$ cat config.mk
export PLATFORM = sky130hd
export DESIGN_NAME = traffic_request_timer_flat
export DESIGN_NICKNAME = d
export VERILOG_FILES = /design/src/rtl/traffic_request_timer_if.sv /design/src/rtl/traffic_request_timer.sv /design/src/flat_wrapper.sv
export SDC_FILE = /design/constraint.sdc
export NUM_CORES = 1
export LEC_CHECK = 0
export ABC_AREA = 1
export CAP_MARGIN = 10
export CORE_MARGIN = 2
export CORE_UTILIZATION = 44
export DETAILED_ROUTE_END_ITERATION = 10
export MAX_ROUTING_LAYER = met4
export PLACE_DENSITY = 0.7
export SETUP_SLACK_MARGIN = 0.3
export SLEW_MARGIN = 5
export SYNTH_ARGS = -nofsm -noshare
export SYNTH_HDL_FRONTEND = slang
export SYNTH_SLANG_ARGS = --single-unit
$ cat constraint.sdc
create_clock -name Clock -period 1.6 [get_ports Clock]
set_input_delay 0.16 -clock Clock [delete_from_list [all_inputs] [get_ports Clock]]
set_output_delay 0.16 -clock Clock [all_outputs]
set_load 0.02 [all_outputs]
$ cat src/rtl/traffic_request_timer_if.sv
// rtl/traffic_request_timer_if.sv - lamp/sensor inputs and request/timer status outputs of the request timer
interface traffic_request_timer_if;
  logic       car_raw;
  logic       grn;
  logic       ylw;
  logic       red;
  logic       CAR;
  logic       timeout;
  logic       fault;
  logic [7:0] red_count;

  modport master (
    output car_raw, grn, ylw, red,
    input  CAR, timeout, fault, red_count
  );

  modport slave (
    input  car_raw, grn, ylw, red,
    output CAR, timeout, fault, red_count
  );
endinterface

$ cat src/rtl/traffic_request_timer.sv
// rtl/traffic_request_timer.sv - debounced vehicle request, red-phase timer and lamp-encoding fault flag
// Optional minimum-green gating of CAR is enabled by defining TRAFFIC_MIN_GREEN_EN.
module traffic_request_timer #(
  parameter int DEBOUNCE  = 3,
  parameter int RED_TICKS = 10,
  parameter int MIN_GREEN = 8
) (
  input logic                    Clock,
  input logic                    Reset,
  traffic_request_timer_if.slave bus
);

  typedef enum logic [1:0] {IDLE, GREEN_WAIT, RED_TIMING, EXPIRED} phase_t;

  localparam logic [3:0] DB_MAX  = 4'(DEBOUNCE);
  localparam logic [7:0] RED_PEN = 8'(RED_TICKS - 2);

  phase_t     state;
  logic       sync_q1;
  logic       sync_q2;
  logic [3:0] db_cnt;
  logic       pending;
  logic       lamp_bad;
  logic       detect;
  logic       car_ok;

  assign lamp_bad = !(({bus.grn, bus.ylw, bus.red} == 3'b100) ||
                      ({bus.grn, bus.ylw, bus.red} == 3'b010) ||
                      ({bus.grn, bus.ylw, bus.red} == 3'b001));

  // Fires once, on the edge where the count climbs to DEBOUNCE.
  assign detect = sync_q2 && (db_cnt == DB_MAX - 4'd1);

`ifdef TRAFFIC_MIN_GREEN_EN
  localparam logic [7:0] DWELL_MAX = 8'(MIN_GREEN);
  logic [7:0] dwell;

  // Held at zero outside green, so every grn rise starts a fresh dwell.
  always_ff @(posedge Clock or negedge Reset) begin
    if (!Reset) begin
      dwell <= '0;
    end else if (lamp_bad || !bus.grn) begin
      dwell <= '0;
    end else if (dwell != DWELL_MAX) begin
      dwell <= dwell + 8'd1;
    end
  end

  assign car_ok = (dwell == DWELL_MAX);
`else
  logic unused_min_green;
  assign unused_min_green = ^MIN_GREEN;
  assign car_ok           = 1'b1;
`endif

  always_ff @(posedge Clock or negedge Reset) begin
    if (!Reset) begin
      sync_q1       <= 1'b0;
      sync_q2       <= 1'b0;
      db_cnt        <= '0;
      pending       <= 1'b0;
      state         <= IDLE;
      bus.CAR       <= 1'b0;
      bus.timeout   <= 1'b0;
      bus.fault     <= 1'b0;
      bus.red_count <= '0;
    end else begin
      sync_q1   <= bus.car_raw;
      sync_q2   <= sync_q1;
      bus.fault <= lamp_bad;
      if (lamp_bad) begin
        db_cnt        <= '0;
        pending       <= 1'b0;
        state         <= IDLE;
        bus.CAR       <= 1'b0;
        bus.timeout   <= 1'b0;
        bus.red_count <= '0;
      end else begin
        if (!sync_q2) begin
          db_cnt <= '0;
        end else if (db_cnt != DB_MAX) begin
          db_cnt <= db_cnt + 4'd1;
        end
        // A detection coinciding with yellow wins, so the car is served next green.
        if (detect) begin
          pending <= 1'b1;
        end else if (bus.ylw) begin
          pending <= 1'b0;
        end
        bus.CAR <= pending && bus.grn && car_ok;
        case (state)
          IDLE: begin
            bus.timeout   <= 1'b0;
            bus.red_count <= '0;
            if (bus.grn) state <= GREEN_WAIT;
          end
          GREEN_WAIT: begin
            bus.timeout   <= 1'b0;
            bus.red_count <= '0;
            if (bus.red) state <= RED_TIMING;
          end
          RED_TIMING: begin
            if (!bus.red) begin
              state         <= GREEN_WAIT;
              bus.red_count <= '0;
            end else if (bus.red_count == RED_PEN) begin
              state         <= EXPIRED;
              bus.timeout   <= 1'b1;
              bus.red_count <= bus.red_count + 8'd1;
            end else begin
              bus.red_count <= bus.red_count + 8'd1;
            end
          end
          EXPIRED: begin
            if (!bus.red) bus.red_count <= '0;
            if (bus.grn) begin
              state       <= GREEN_WAIT;
              bus.timeout <= 1'b0;
            end
          end
          default: state <= IDLE;
        endcase
      end
    end
  end

endmodule
$ cat src/flat_wrapper.sv
// flat-port wrapper written by rule: the top's interface ports become plain ports
module traffic_request_timer_flat 
#(
  parameter int DEBOUNCE  = 3,
  parameter int RED_TICKS = 10,
  parameter int MIN_GREEN = 8
)
  (Clock, Reset, bus_car_raw, bus_grn, bus_ylw, bus_red, bus_CAR, bus_timeout, bus_fault, bus_red_count);
  traffic_request_timer_if bus_i ();
  input logic Clock;
  input logic Reset;
  input wire logic [$bits(bus_i.car_raw)-1:0] bus_car_raw;
  input wire logic [$bits(bus_i.grn)-1:0] bus_grn;
  input wire logic [$bits(bus_i.ylw)-1:0] bus_ylw;
  input wire logic [$bits(bus_i.red)-1:0] bus_red;
  output wire logic [$bits(bus_i.CAR)-1:0] bus_CAR;
  output wire logic [$bits(bus_i.timeout)-1:0] bus_timeout;
  output wire logic [$bits(bus_i.fault)-1:0] bus_fault;
  output wire logic [$bits(bus_i.red_count)-1:0] bus_red_count;
  assign bus_i.car_raw = bus_car_raw;
  assign bus_i.grn = bus_grn;
  assign bus_i.ylw = bus_ylw;
  assign bus_i.red = bus_red;
  assign bus_CAR = bus_i.CAR;
  assign bus_timeout = bus_i.timeout;
  assign bus_fault = bus_i.fault;
  assign bus_red_count = bus_i.red_count;
  traffic_request_timer #(.DEBOUNCE(DEBOUNCE), .RED_TICKS(RED_TICKS), .MIN_GREEN(MIN_GREEN)) u_core (.Clock(Clock), .Reset(Reset), .bus(bus_i));
endmodule
; Word-level counts from Yosys, hierarchy flattened
; Index checks and enable logic that the tools add are counted.
[totals]
out_inout_bits = 11
regBits = 20
word_cells = 61
[op_classes]
reduce_logical = 10
mux = 22
eq_ne = 18
add_sub_neg = 2
[op_table]
columns = operator, n
row1 = 2-to-1 mux 8 bit, 3
row2 = case mux 8 bit (3 select lines), 1
row3 = inequality test 3 bit (second input constant), 7
row4 = 2-to-1 mux 4 bit, 3
row5 = 2-to-1 mux 2 bit, 5
row6 = adder 8 x 1 -> 8 bit (second input constant), 1
row7 = equality test 8 x 4 -> 1 bit (second input constant), 1
row8 = 2-to-1 mux 1 bit, 8
row9 = case mux 2 bit (3 select lines), 1
row10 = AND reduction 3 bit, 2
row11 = adder 4 x 1 -> 4 bit (second input constant), 1
row12 = equality test 2 bit (second input constant), 2
row13 = equality test 4 x 2 -> 1 bit (second input constant), 1
row14 = inequality test 4 x 2 -> 1 bit (second input constant), 1
row15 = inequality test 4 bit (second input constant), 1
row16 = OR reduction 2 bit, 2
row17 = equality test 3 x 1 -> 1 bit (second input constant), 1
row18 = equality test 3 x 2 -> 1 bit (second input constant), 1
row19 = equality test 3 bit (second input constant), 1
row20 = inequality test 3 x 2 -> 1 bit (second input constant), 1
row21 = case mux 1 bit (3 select lines), 1
row22 = equality test 2 x 1 -> 1 bit (second input constant), 1
row23 = logical AND 1 bit, 2
row24 = logical NOT 2 bit, 1
row25 = other kinds (2), 3

; Logic depth before layout (Yosys ltp)
; Gate-level depths: netlist (run 1).
[logic_depth]
ltp_word = 5
ltp_mapped = 8

; Worst setup path after synthesis (run 1)
; Ideal clock, no wire load.
[synth_timing]
kind = register to register
from = register u_core.bus.red_count[1]
to = register u_core.bus.red_count[6]
period_less_slack_ns = 1.326
slack_ns = 0.274
path_buffers = 0
path_stages_with_launch = 9
arrival_ns = 1.209
required_time_ns = 1.483
path_cell_list = dfrtp_1 -> ha_1 -> nand2_1 -> nor2_1 -> nand2_1 -> nor2_1 -> nand2_1 -> nand2_1 -> nor2_1
[synth_via]
elab_chain_cells = 4
[synth_lines]
columns = item, line
row1 = "start, declared", traffic_request_timer_if.sv:19  ; output CAR, timeout, fault, red_count
row2 = "start signal, assigned", traffic_request_timer.sv:109  ; bus.red_count <= bus.red_count + 8'd1;
row3 = "start signal, assigned", traffic_request_timer.sv:111  ; bus.red_count <= bus.red_count + 8'd1;
row4 = adder 8 x 1 -> 8 bit, "traffic_request_timer.sv:109, traffic_request_timer.sv:111"
row5 = 2-to-1 mux 8 bit, traffic_request_timer.sv:103  ; if (!bus.red) begin
row6 = case mux 8 bit (3 select lines), traffic_request_timer.sv:91  ; case (state)
row7 = 2-to-1 mux 8 bit, traffic_request_timer.sv:71  ; if (lamp_bad) begin
; Every way passes these cells.
; A chain may end at the register's enable or synchronous reset.

; Worst setup path in the final report (run 1)
[layout_timing]
from = register u_core.state[1]
to = register u_core.state[0]
[layout_via]
elab_chain_cells = 4
[layout_lines]
columns = item, line
row1 = "start, declared", traffic_request_timer.sv:18  ; phase_t state;
row2 = "start signal, assigned", traffic_request_timer.sv:62  ; state <= IDLE;
row3 = "start signal, assigned", traffic_request_timer.sv:74  ; state <= IDLE;
row4 = "start signal, assigned", traffic_request_timer.sv:95  ; if (bus.grn) state <= GREEN_WAIT;
row5 = equality test 2 bit or logical NOT 2 bit (tied branches), traffic_request_timer.sv:91
row6 = OR reduction 2 bit (no source line), n/a
row7 = inequality test 3 bit (no source line) or case mux 2 bit (3 select lines) (tied branches), n/a
row8 = AND reduction 3 bit (no source line) or 2-to-1 mux 2 bit (tied branches), n/a
; Several ways; a longest one is shown, not always the timed one.

==> qor.yml, run 1 <==
timing:
  slew_headroom_pct: 82.7
  worst_hold_slack_ns: 0.184
  final-setup-viol-count: 0
  setup_repair_after_global_routing_missed_its_margin: "true"
  worst_slack_ns: 0.255
  max_clock_freq_ghz: 0.744
  timing.final.hold_violations: 0
  setup-tns-final_ns: 0
  slew_viol_final: 0
  part_of_the_cycle_the_worst_path_needs_pct: 84.1
  layout_min_cycle_time_ns: 1.34
  worst_clock_skew_on_the_final_layout_ns: 0.00620
  tightestPinTransition_ns: 0.259
finish:
  share_of_final_layout_standard_cells_stronger_than_drive_strength_1_pct: 26.1
  ant_diodes: 0
  fill_cells: 222
  final_nets: 190
  area_grow_syn2layout_pct: 34.8
  design_area_sq_mm: 0.00155
  total_area_of_multi_input_combinational_cells_sq_um: 621
  final_util_pct: 62.6
  sequential_standard_cell_area_sq_um: 503
  final_cells: 206
synthesis:
  sequential_area_share_after_synthesis_pct: 43.5
  synthTopCellsByArea: "sky130_fd_sc_hd__dfrtp_1 (44%), sky130_fd_sc_hd__nand2_1 (9.8%), sky130_fd_sc_hd__inv_1 (8.2%)"
  postSynth.asyncResetShare_pct: 100
  netlist-cell-type-count: 22
  postSynthAreaPerCell_sq_um: 7.88
  post_synth_inst_count: 146
  synth_simple_gate_area_share_pct: 29.9
  syn_nets: 159
  ys_top_cells_by_count: "sky130_fd_sc_hd__nand2_1 (30), sky130_fd_sc_hd__inv_1 (25), sky130_fd_sc_hd__dfrtp_1 (20), sky130_fd_sc_hd__nor2_1 (20), sky130_fd_sc_hd__o21ai_0 (11)"
  synthXorXnorAreaFrac_pct: 1.52
  synth_enable_flop_cells: 0
  most_frequent_cell_after_synthesis: "sky130_fd_sc_hd__nand2_1"
  yosys.area.top_type: "sky130_fd_sc_hd__dfrtp_1"
  synth_top_family_by_area: "simple AND/OR/NAND/NOR gates"
  ys.flop_type: "sky130_fd_sc_hd__dfrtp_1"
  synth.area.mux_share_pct: 0
  yosys_register_bits: 20
  post_synthesis_compound_gate_area_fraction_pct: 8.27
  yosys_warnings: 0
  synth_area_in_adders_pct: 7.62
  synthesis.area_sq_mm: 0.00115
  synth_top_area_share_pct: 43.5
worst_setup_path:
  critPathSlowestCell: "sky130_fd_sc_hd__dfrtp_1"
  critical_path_class: "reg -> reg"
  cpPeakStageDelay_ns: 0.44
  endpoint_kind: "flop"
  worstPathBufferInverterCount: 3
  crit_fanout: 4
  worst_path_dominant_cell_family: "flip-flops"
  critical_path_required_ns: 1.81
  crit_arrival_ns: 1.55
  timing.critical_path.cells: "buf_6 -> ha_4 -> inv_4 -> nor2_4 -> o21ai_2 -> buf_4 -> nand3_2 -> nand2_1"
  cp-start-kind: "flop"
pwr:
  worst_ir_drop_vdd_mv: 0.640
  power.static_leakage_nw: 0.768
  design_power_total_mw: 1.28
  power_density_mw_per_mm2: 823
placement:
  numPlacedInstances: 193
  count_of_input_and_output_buffers: 16
  gp_routability_congestion: 0.803
  postPlaceCellArea_sq_mm: 0.00136
  place.detailed.hpwl_um: 1640
  pre_cts_slack_ns: 0.0784
cts:
  clk_pin_slew_ns: 0.11
  ctsHtreeMaxLevel: 1
  cts_tree: "yes"
  cts_root_buf: "sky130_fd_sc_hd__clkbuf_4"
  insertion_delay_ns: 0.30
  tritoncts.num_buffers: 3
  cts_num_sinks: 20
  clock_tree.buffer_depth: 2
routing:
  routed_via_density: 4.88
  drc_violations_left: 0
  first_pass_iters: 5
  drt.antenna.violating_nets: 0
  routed_wirelength_um: 2280
  wl_per_cell_um: 11.1
  routed-via-count: 1006
  detailedRoute.firstIterationViolations: 8
floorplan:
  core-area_sq_mm: 0.00248
  initial_utilization_pct: 46.4
  design.die.area_sq_mm: 0.00304
  chipWidth_um: 55.1
  height_of_the_chip_um: 55.1
  design.portCount: 17
  fp-row-count: 18
grt:
  grt_remaining_overflow: 0
  antenna_found_initial: 0
  grt_start_max_net_pins: 21
  first_global_vias: 930
  groute.usage.overall_pct: 18.3
  grt_first_pass_wirelength_um: 3860
worst_hold_path:
  hp-class: "in -> async"
run_status:
  run_status: "finished, final reports clean"
run:
  cap_viol_max_count: 0
[metal layers]
layer | part of all wire (%) | vias to the layer above | routed length [um] | track usage [%]
met4 | 1.6 | 0 | 36 | 9.76
met3 | 3.0 | 4 | 69 | 1.61
met5 | 0 | - | 0 | -
li1 | - | 517 | - | -
met1 | 45 | 467 | 1030 | 23.3
met2 | 50 | 18 | 1150 | 29.0
[logic make-up after synthesis]
logic type,after synthesis
DFF,20
adders and majority gates,7
AOI/OAI and AO/OA,18
and+or+nand+nor,71
buffers and inverters,28
xor gates and xnor gates,2
[report_power, final]
part / switching, mW / internal, mW / total, mW / leakage, nW
registers: 0.0349 / 0.536 / 0.571 / 0.266
logic: 0.222 / 0.194 / 0.416 / 0.481
clock network: 0.150 / 0.139 / 0.289 / 0.0210
total: 0.407 / 0.869 / 1.28 / 0.768
[cell usage in the layout, fill, tap and decap left out, types with 2 or more instances in the layout]
cell type and instances:
sky130_fd_sc_hd__nand2_1 27, sky130_fd_sc_hd__inv_1 21, sky130_fd_sc_hd__dfrtp_1 18, sky130_fd_sc_hd__nor2_1 15, sky130_fd_sc_hd__buf_4 8, sky130_fd_sc_hd__nand3_1 7, sky130_fd_sc_hd__o21ai_0 7, sky130_fd_sc_hd__dlygate4sd2_1 7
sky130_fd_sc_hd__inv_2 5, sky130_fd_sc_hd__clkdlybuf4s50_1 5, sky130_fd_sc_hd__nor2_4 4, sky130_fd_sc_hd__nand2_2 4, sky130_fd_sc_hd__o21ai_1 4, sky130_fd_sc_hd__ha_1 4, sky130_fd_sc_hd__clkdlybuf4s15_1 4, sky130_fd_sc_hd__nor2_2 3
sky130_fd_sc_hd__a21oi_1 3, sky130_fd_sc_hd__clkbuf_4 3, sky130_fd_sc_hd__nand2_4 2, sky130_fd_sc_hd__nand3_4 2, sky130_fd_sc_hd__nor3_1 2, sky130_fd_sc_hd__inv_4 2, sky130_fd_sc_hd__xor2_1 2, sky130_fd_sc_hd__o21ai_2 2
sky130_fd_sc_hd__ha_2 2, sky130_fd_sc_hd__dfrtp_2 2
[state kept, by name (all words and copies together), names as in the netlist]
name and flops:
u_core.bus.red_count 8, u_core.db_cnt 4, u_core.state 2, u_core.bus.CAR 1, u_core.bus.fault 1, u_core.bus.timeout 1, u_core.pending 1, u_core.sync_q1 1
u_core.sync_q2 1
[worst reg2reg max path, stage by stage, from the launching register on]
cell,delay (ns)
sky130_fd_sc_hd__dfrtp_1,0.44
sky130_fd_sc_hd__buf_6,0.14
sky130_fd_sc_hd__ha_4,0.26
sky130_fd_sc_hd__inv_4,0.04
sky130_fd_sc_hd__nor2_4,0.07
sky130_fd_sc_hd__o21ai_2,0.07
sky130_fd_sc_hd__buf_4,0.14
sky130_fd_sc_hd__nand3_2,0.04
sky130_fd_sc_hd__nand2_1,0.04
[final cells by class]
| type | count | area share [%] |
|---|---|---|
| inverters | 28 | 7.10 |
| multi-input cells | 98 | 40.0 |
| well taps | 30 | 2.42 |
| flip-flops and latches | 20 | 32.4 |
| clock buffers | 4 | 2.34 |
| repair buffers | 26 | 15.7 |
[path summary, 6_finish.rpt]
check	from	end	cells past startpoint	slack, ns
max	u_core.state[1]	u_core.state[0]	8	0.26
min	Reset	u_core.bus.red_count[2]	2	0.18
max reg2reg	u_core.state[1]	u_core.state[0]	8	0.26
min reg2reg	u_core.sync_q1	u_core.sync_q2	0	0.36
max in group asynchronous	Reset	u_core.bus.red_count[0]	2	1.19
min in group Clock	bus_car_raw	u_core.sync_q1	1	0.30
[what timing repair did]
action                     4_1_cts  5_1_grt
buffers inserted                 1        8
hold buffers                     0        0
gates resized for setup         25       21
setup endpoints to repair       21       15
pin swaps                        3       11
(Power assumes the default switching activity.)
==> run 2: changes to the inputs <==
- PLACE_DENSITY: 0.7 -> 0.73
- clock period: 1.6 -> 1.1 ns (I/O delays scaled with it)
==> qor.yml, run 2 (same netlist as run 1, synthesis figures left out) <==
pwr:
  worst_ir_drop_vdd_mv: 1.17  # +83%
  design_power_total_mw: 1.89  # +48%
  power_density_mw_per_mm2: 1040  # +26%
  power.static_leakage_nw: 0.902  # +17%
routing:
  routed_via_density: 4.91  # +0.60%
  detailedRoute.firstIterationViolations: 25  # +17
  routed_wirelength_um: 2740  # +20%
  drt.antenna.violating_nets: 0  # unchanged
  first_pass_iters: 4  # -1
  wl_per_cell_um: 12.0  # +8.2%
  drc_violations_left: 0  # unchanged
  routed-via-count: 1125  # +12%
finish:
  layout_top_registers: "u_core.bus.red_count (8), u_core.db_cnt (4), u_core.state (2)"
  final_cell_mix: "sky130_fd_sc_hd__nand2_1 (25), sky130_fd_sc_hd__buf_4 (25), sky130_fd_sc_hd__buf_6 (19)"
  ant_diodes: 0  # unchanged
  final_nets: 213  # +12%
  largest_register_ff_count: 8  # unchanged
  design_area_sq_mm: 0.00182  # +17%
  share_of_final_layout_standard_cells_stronger_than_drive_strength_1_pct: 47.7  # +22 points
  final_cells: 229  # +11%
  area_grow_syn2layout_pct: 58.1
  max_flop_register: "u_core.bus.red_count"
worst_setup_path:
  endpoint_kind: "flop"
  critical_path.reg2reg.startpoint: "u_core.state[0]"
  cp-start-kind: "flop"
  crit_fanout: 7  # +3
  critical_path.most_common_cell: "sky130_fd_sc_hd__nand2_1"
  crit_arrival_ns: 1.49  # -0.06 ns
  regToRegEndpoint: "u_core.bus.red_count[2]"
  cpPeakStageDelay_ns: 0.43  # about the same
  critical_path_class: "reg -> reg"
  critical_path_required_ns: 1.30  # -0.51 ns
  rrSetupSlack_ns: -0.19  # -0.45 ns
  timing.critical_path.cells: "ha_2 -> inv_2 -> nor2_4 -> inv_4 -> nand2_1 -> nand2_1 -> o21ai_1 -> inv_1"
  worst-r2r-cell-count: 8  # unchanged
  critPathSlowestCell: "sky130_fd_sc_hd__dfrtp_1"
floorplan:
  height_of_the_chip_um: 55.1  # unchanged
  design.die.area_sq_mm: 0.00304  # unchanged
  design.portCount: 17  # unchanged
  core-area_sq_mm: 0.00248  # unchanged
  initial_utilization_pct: 46.4  # unchanged
  fp-row-count: 18  # unchanged
  chipWidth_um: 55.1  # unchanged
timing:
  part_of_the_cycle_the_worst_path_needs_pct: 117  # +33 points
  worst_clock_skew_on_the_final_layout_ns: 0.00207  # -0.00413 ns
  tightestPinTransition_ns: 0.279  # +0.0192 ns
  final-setup-viol-count: 16  # +16
  worst_slack_ns: -0.192  # -0.447 ns
  setup_repair_after_global_routing_missed_its_margin: "true"
  slew_headroom_pct: 81.4  # -1.3 points
  max_clock_freq_ghz: 0.774  # +4.1%
  timing.final.hold_violations: 0  # unchanged
  slew_viol_final: 0  # unchanged
  worst_hold_slack_ns: 0.138  # -0.0459 ns
  layout_min_cycle_time_ns: 1.29  # -0.0534 ns
cts:
  cts_hold_buf: 0  # unchanged
  cts_root_buf: "sky130_fd_sc_hd__clkbuf_4"
  clk_pin_slew_ns: 0.12  # about the same
  insertion_delay_ns: 0.30  # about the same
  cts_tree: "yes"
  cts_num_sinks: 20  # unchanged
  tritoncts.num_buffers: 3  # unchanged
  ctsHtreeMaxLevel: 1  # unchanged
  clock_tree.buffer_depth: 2  # unchanged
run_status:
  run_status: "complete, but fails checks"
  violations_in_the_final_reports: "negative setup slack"
grt:
  groute.usage.overall_pct: 21.3  # +3.0 points
  grt_first_pass_wirelength_um: 4470  # +16%
  first_global_vias: 1111  # +19%
  antenna_found_initial: 0  # unchanged
  grt_remaining_overflow: 0  # unchanged
  grt_start_max_net_pins: 21  # unchanged
placement:
  gp_routability_congestion: 0.773  # -3.7%
  numPlacedInstances: 213  # +10%
  postPlaceCellArea_sq_mm: 0.00158  # +16%
  count_of_input_and_output_buffers: 16  # unchanged
  place.detailed.hpwl_um: 1880  # +15%
worst_hold_path:
  hp-class: "in -> async"
run:
  cap_viol_max_count: 0  # unchanged
run 2: layout make-up:
cell class / count / area, sq um
Clock buffer: 4 / 36.3
Fill cell: 179 / 659
Inverter: 28 / 113
Multi-Input combinational cell: 98 / 678
Sequential cell: 20 / 505
Tap cell: 30 / 37.5
Timing Repair Buffer: 49 / 448
run 2: per-layer routing:
layer | vias up | GRT usage (%) | wire, um
met5 | - | - | 0
met2 | 26 | 37.5 | 1360
li1 | 563 | - | -
met3 | 8 | 2.69 | 123
met1 | 528 | 23.9 | 1190
met4 | 0 | 10.2 | 66
run 2: power breakdown:
part	switching [mW]	total, mW	internal, mW
Sequential	0.0578	0.842	0.784
Combinational	0.316	0.613	0.297
Clock	0.231	0.433	0.202
run 2: worst max-delay path, delay by kind of cell (launching register included):
kind | cells | cell delay [ns]
AND/OR/NAND/NOR | 3 | 0.29
AO/OA/AOI/OAI | 1 | 0.06
flip-flops | 1 | 0.43
adder cells (fa/ha/maj) | 1 | 0.23
buffers and inverters | 3 | 0.18
run 2: per-stage QoR:
step	worst slack [ns]	TNS, ns	util, %
finish	-0.192	-1.99	73.4
global route	-0.283	-3.24	73.4
CTS	-0.205	-1.82	71.1
detailed placement	-0.358	-4.85	63.7
global placement	-0.312	-4.10	63.7
floorplan	-0.0850	-0.565	-
run 2: worst max path at each step:
stage	from	endpoint	slack (ns)
after floorplan	u_core.bus.red_count[1]	u_core.bus.red_count[6]	-0.09
after global placement	bus_red	u_core.bus.red_count[2]	-0.31
after detailed placement	bus_red	u_core.bus.red_count[2]	-0.36
after CTS	u_core.state[0]	u_core.state[0]	-0.20
after global routing	u_core.state[0]	u_core.bus.red_count[2]	-0.28
final	u_core.state[0]	u_core.bus.red_count[2]	-0.19
run 2: timing repair:
action / 4_1_cts / 5_1_grt
gates resized for setup: 89 / 14
pin swaps: 17 / 8
buffers inserted: 10 / 2
endpoints found under the setup margin: 29 / 28
gates cloned: 0 / 0
==> run 3: changes to the inputs <==
- CORE_MARGIN: 2 -> 5
- GPL_ROUTABILITY_DRIVEN: not set -> 0
==> qor.yml, run 3 (same netlist as run 1, synthesis figures left out) <==
timing:
  slew_viol_final: 0  # unchanged
  slew_headroom_pct: 82.8  # +1.3 points
  final-setup-viol-count: 16  # unchanged
  layout_min_cycle_time_ns: 1.32  # +0.0323 ns
  timing.final.hold_violations: 0  # unchanged
  worst_clock_skew_on_the_final_layout_ns: 0.00362  # +0.00155 ns
  worst_hold_slack_ns: 0.126  # -0.0120 ns
  part_of_the_cycle_the_worst_path_needs_pct: 120  # +2.9 points
  worst_slack_ns: -0.224  # -0.0323 ns
  setup-tns-final_ns: -2.30  # -0.313 ns
  max_clock_freq_ghz: 0.755  # -2.4%
  tightestPinTransition_ns: 0.258  # -0.0202 ns
  setup_repair_after_global_routing_missed_its_margin: "true"
floorplan:
  chipWidth_um: 61.1  # +11%
  design.die.area_sq_mm: 0.00374  # +23%
  initial_utilization_pct: 46.0  # -0.42 points
  core-area_sq_mm: 0.00250  # +0.91%
  fp-row-count: 18  # unchanged
  design.portCount: 17  # unchanged
  height_of_the_chip_um: 61.1  # +11%
cts:
  tritoncts.num_buffers: 3  # unchanged
  ctsHtreeMaxLevel: 1  # unchanged
  cts_root_buf: "sky130_fd_sc_hd__clkbuf_4"
  clk_pin_slew_ns: 0.12  # about the same
  insertion_delay_ns: 0.30  # about the same
  clock_tree.buffer_depth: 2  # unchanged
  cts_num_sinks: 20  # unchanged
  cts_tree: "yes"
finish:
  area_grow_syn2layout_pct: 62.4
  design_area_sq_mm: 0.00187  # +2.7%
  layout_top_registers: "u_core.bus.red_count (8), u_core.db_cnt (4), u_core.state (2)"
  largest_register_ff_count: 8  # unchanged
  most_common_library_cell_in_the_layout_ignoring_fill_and_taps: "sky130_fd_sc_hd__buf_4"
  final_nets: 214  # +0.47%
  final_cells: 230  # +0.44%
  final_cell_mix: "sky130_fd_sc_hd__buf_4 (26), sky130_fd_sc_hd__nand2_1 (23), sky130_fd_sc_hd__buf_6 (19)"
  ant_diodes: 0  # unchanged
  max_flop_register: "u_core.bus.red_count"
  share_of_final_layout_standard_cells_stronger_than_drive_strength_1_pct: 51.0  # +3.3 points
worst_setup_path:
  critical_path_class: "reg -> reg"
  crit_fanout: 3  # -4
  critical_path_required_ns: 1.31  # about the same
  cp-start-kind: "flop"
  crit_arrival_ns: 1.54  # +0.05 ns
  endpoint_kind: "flop"
placement:
  count_of_input_and_output_buffers: 16  # unchanged
  postPlaceCellArea_sq_mm: 0.00157  # -0.47%
  place.detailed.hpwl_um: 1950  # +3.7%
  numPlacedInstances: 212  # -0.47%
grt:
  first_global_vias: 1198  # +7.8%
  grt_remaining_overflow: 0  # unchanged
  groute.usage.overall_pct: 18.3  # -3.0 points
  grt_start_max_net_pins: 21  # unchanged
  antenna_found_initial: 0  # unchanged
  grt_first_pass_wirelength_um: 4930  # +10%
pwr:
  worst_ir_drop_vdd_mv: 1.41  # +20%
  p_int_mw: 1.46  # +14%
  p_clk_share_pct: 28.9  # +6.0 points
  pwr-share-seq_pct: 40.4  # -4.2 points
  power_density_mw_per_mm2: 1120  # +7.5%
  switching_share_pct: 29.8  # -2.2 points
  power.static_leakage_nw: 0.913  # +1.3%
  design_power_total_mw: 2.08  # +10%
  power_switching_mw: 0.621  # +2.7%
  power.share.combinational_pct: 30.7  # -1.8 points
routing:
  first_pass_iters: 4  # unchanged
  detailedRoute.firstIterationViolations: 62  # +150%
  wl_per_cell_um: 13.2  # +10%
  routed_via_density: 5.00  # +1.9%
  drt.antenna.violating_nets: 0  # unchanged
  routed-via-count: 1151  # +2.3%
  routed_wirelength_um: 3040  # +11%
  drc_violations_left: 0  # unchanged
run:
  cap_viol_max_count: 0  # unchanged
worst_hold_path:
  hp-class: "in -> async"
run_status:
  run_status: "complete, but fails checks"
  violations_in_the_final_reports: "negative setup slack"
## run 3: stage by stage
step	setup slack, ns	util, %
after CTS	-0.189	69.1
after detailed placement	-0.362	62.9
after global placement	-0.316	62.9
after global routing	-0.324	74.7
final	-0.224	74.7
after floorplan	-0.0850	-
## run 3: final timing paths
kind	from	slack [ns]	to	cells after the start
setup / recovery	u_core.bus.red_count[0]	-0.22	u_core.bus.red_count[5]	8
hold / removal	Reset	0.13	u_core.bus.red_count[7]	2
setup reg to reg	u_core.bus.red_count[0]	-0.22	u_core.bus.red_count[5]	8
hold reg to reg	u_core.sync_q1	0.37	u_core.sync_q2	0
max in group asynchronous	Reset	0.74	u_core.bus.red_count[1]	2
min in group Clock	bus_car_raw	0.23	u_core.sync_q1	1
## run 3: power groups by stage
stage | Clock [mW] | Sequential, mW | Combinational (mW)
after floorplan | 0 | 0.850 | 0.319
after global placement | 0 | 0.849 | 0.485
after detailed placement | 0 | 0.852 | 0.506
after CTS | 0.606 | 0.837 | 0.565
after global routing | 0.642 | 0.849 | 0.727
final | 0.602 | 0.842 | 0.640
## run 3: repair_timing
action,in CTS,in global routing
setup buffers,6,8
hold buffers,0,0
setup endpoints to repair,29,28
pin swaps,13,12
resized for setup,84,28
## run 3: layer usage
layer | GRT usage (%) | wire [um] | vias up
li1 | - | - | 565
met1 | 20.7 | 1350 | 539
met2 | 29.6 | 1490 | 41
met3 | 4.61 | 161 | 6
met4 | 9.60 | 45 | 0
met5 | - | 0 | -
## run 3: area by class of cell
class,instances,area [sq um]
inverters,28,113
fillers,175,633
flip-flops and latches,20,505
clock buffers,3,22.5
well taps,30,37.5
repair buffers,50,452
multi-input cells,98,707
clock inverters,1,30.0
## run 3: worst max-delay path, stage by stage, from the launching register on
cell and delay (ns):
sky130_fd_sc_hd__dfrtp_2 0.43, sky130_fd_sc_hd__buf_6 0.11, sky130_fd_sc_hd__nand3_1 0.12, sky130_fd_sc_hd__nor2_2 0.15, sky130_fd_sc_hd__nand2_1 0.07, sky130_fd_sc_hd__nor2_1 0.12
sky130_fd_sc_hd__nand2_1 0.10, sky130_fd_sc_hd__nand2_2 0.08, sky130_fd_sc_hd__nor2_1 0.04
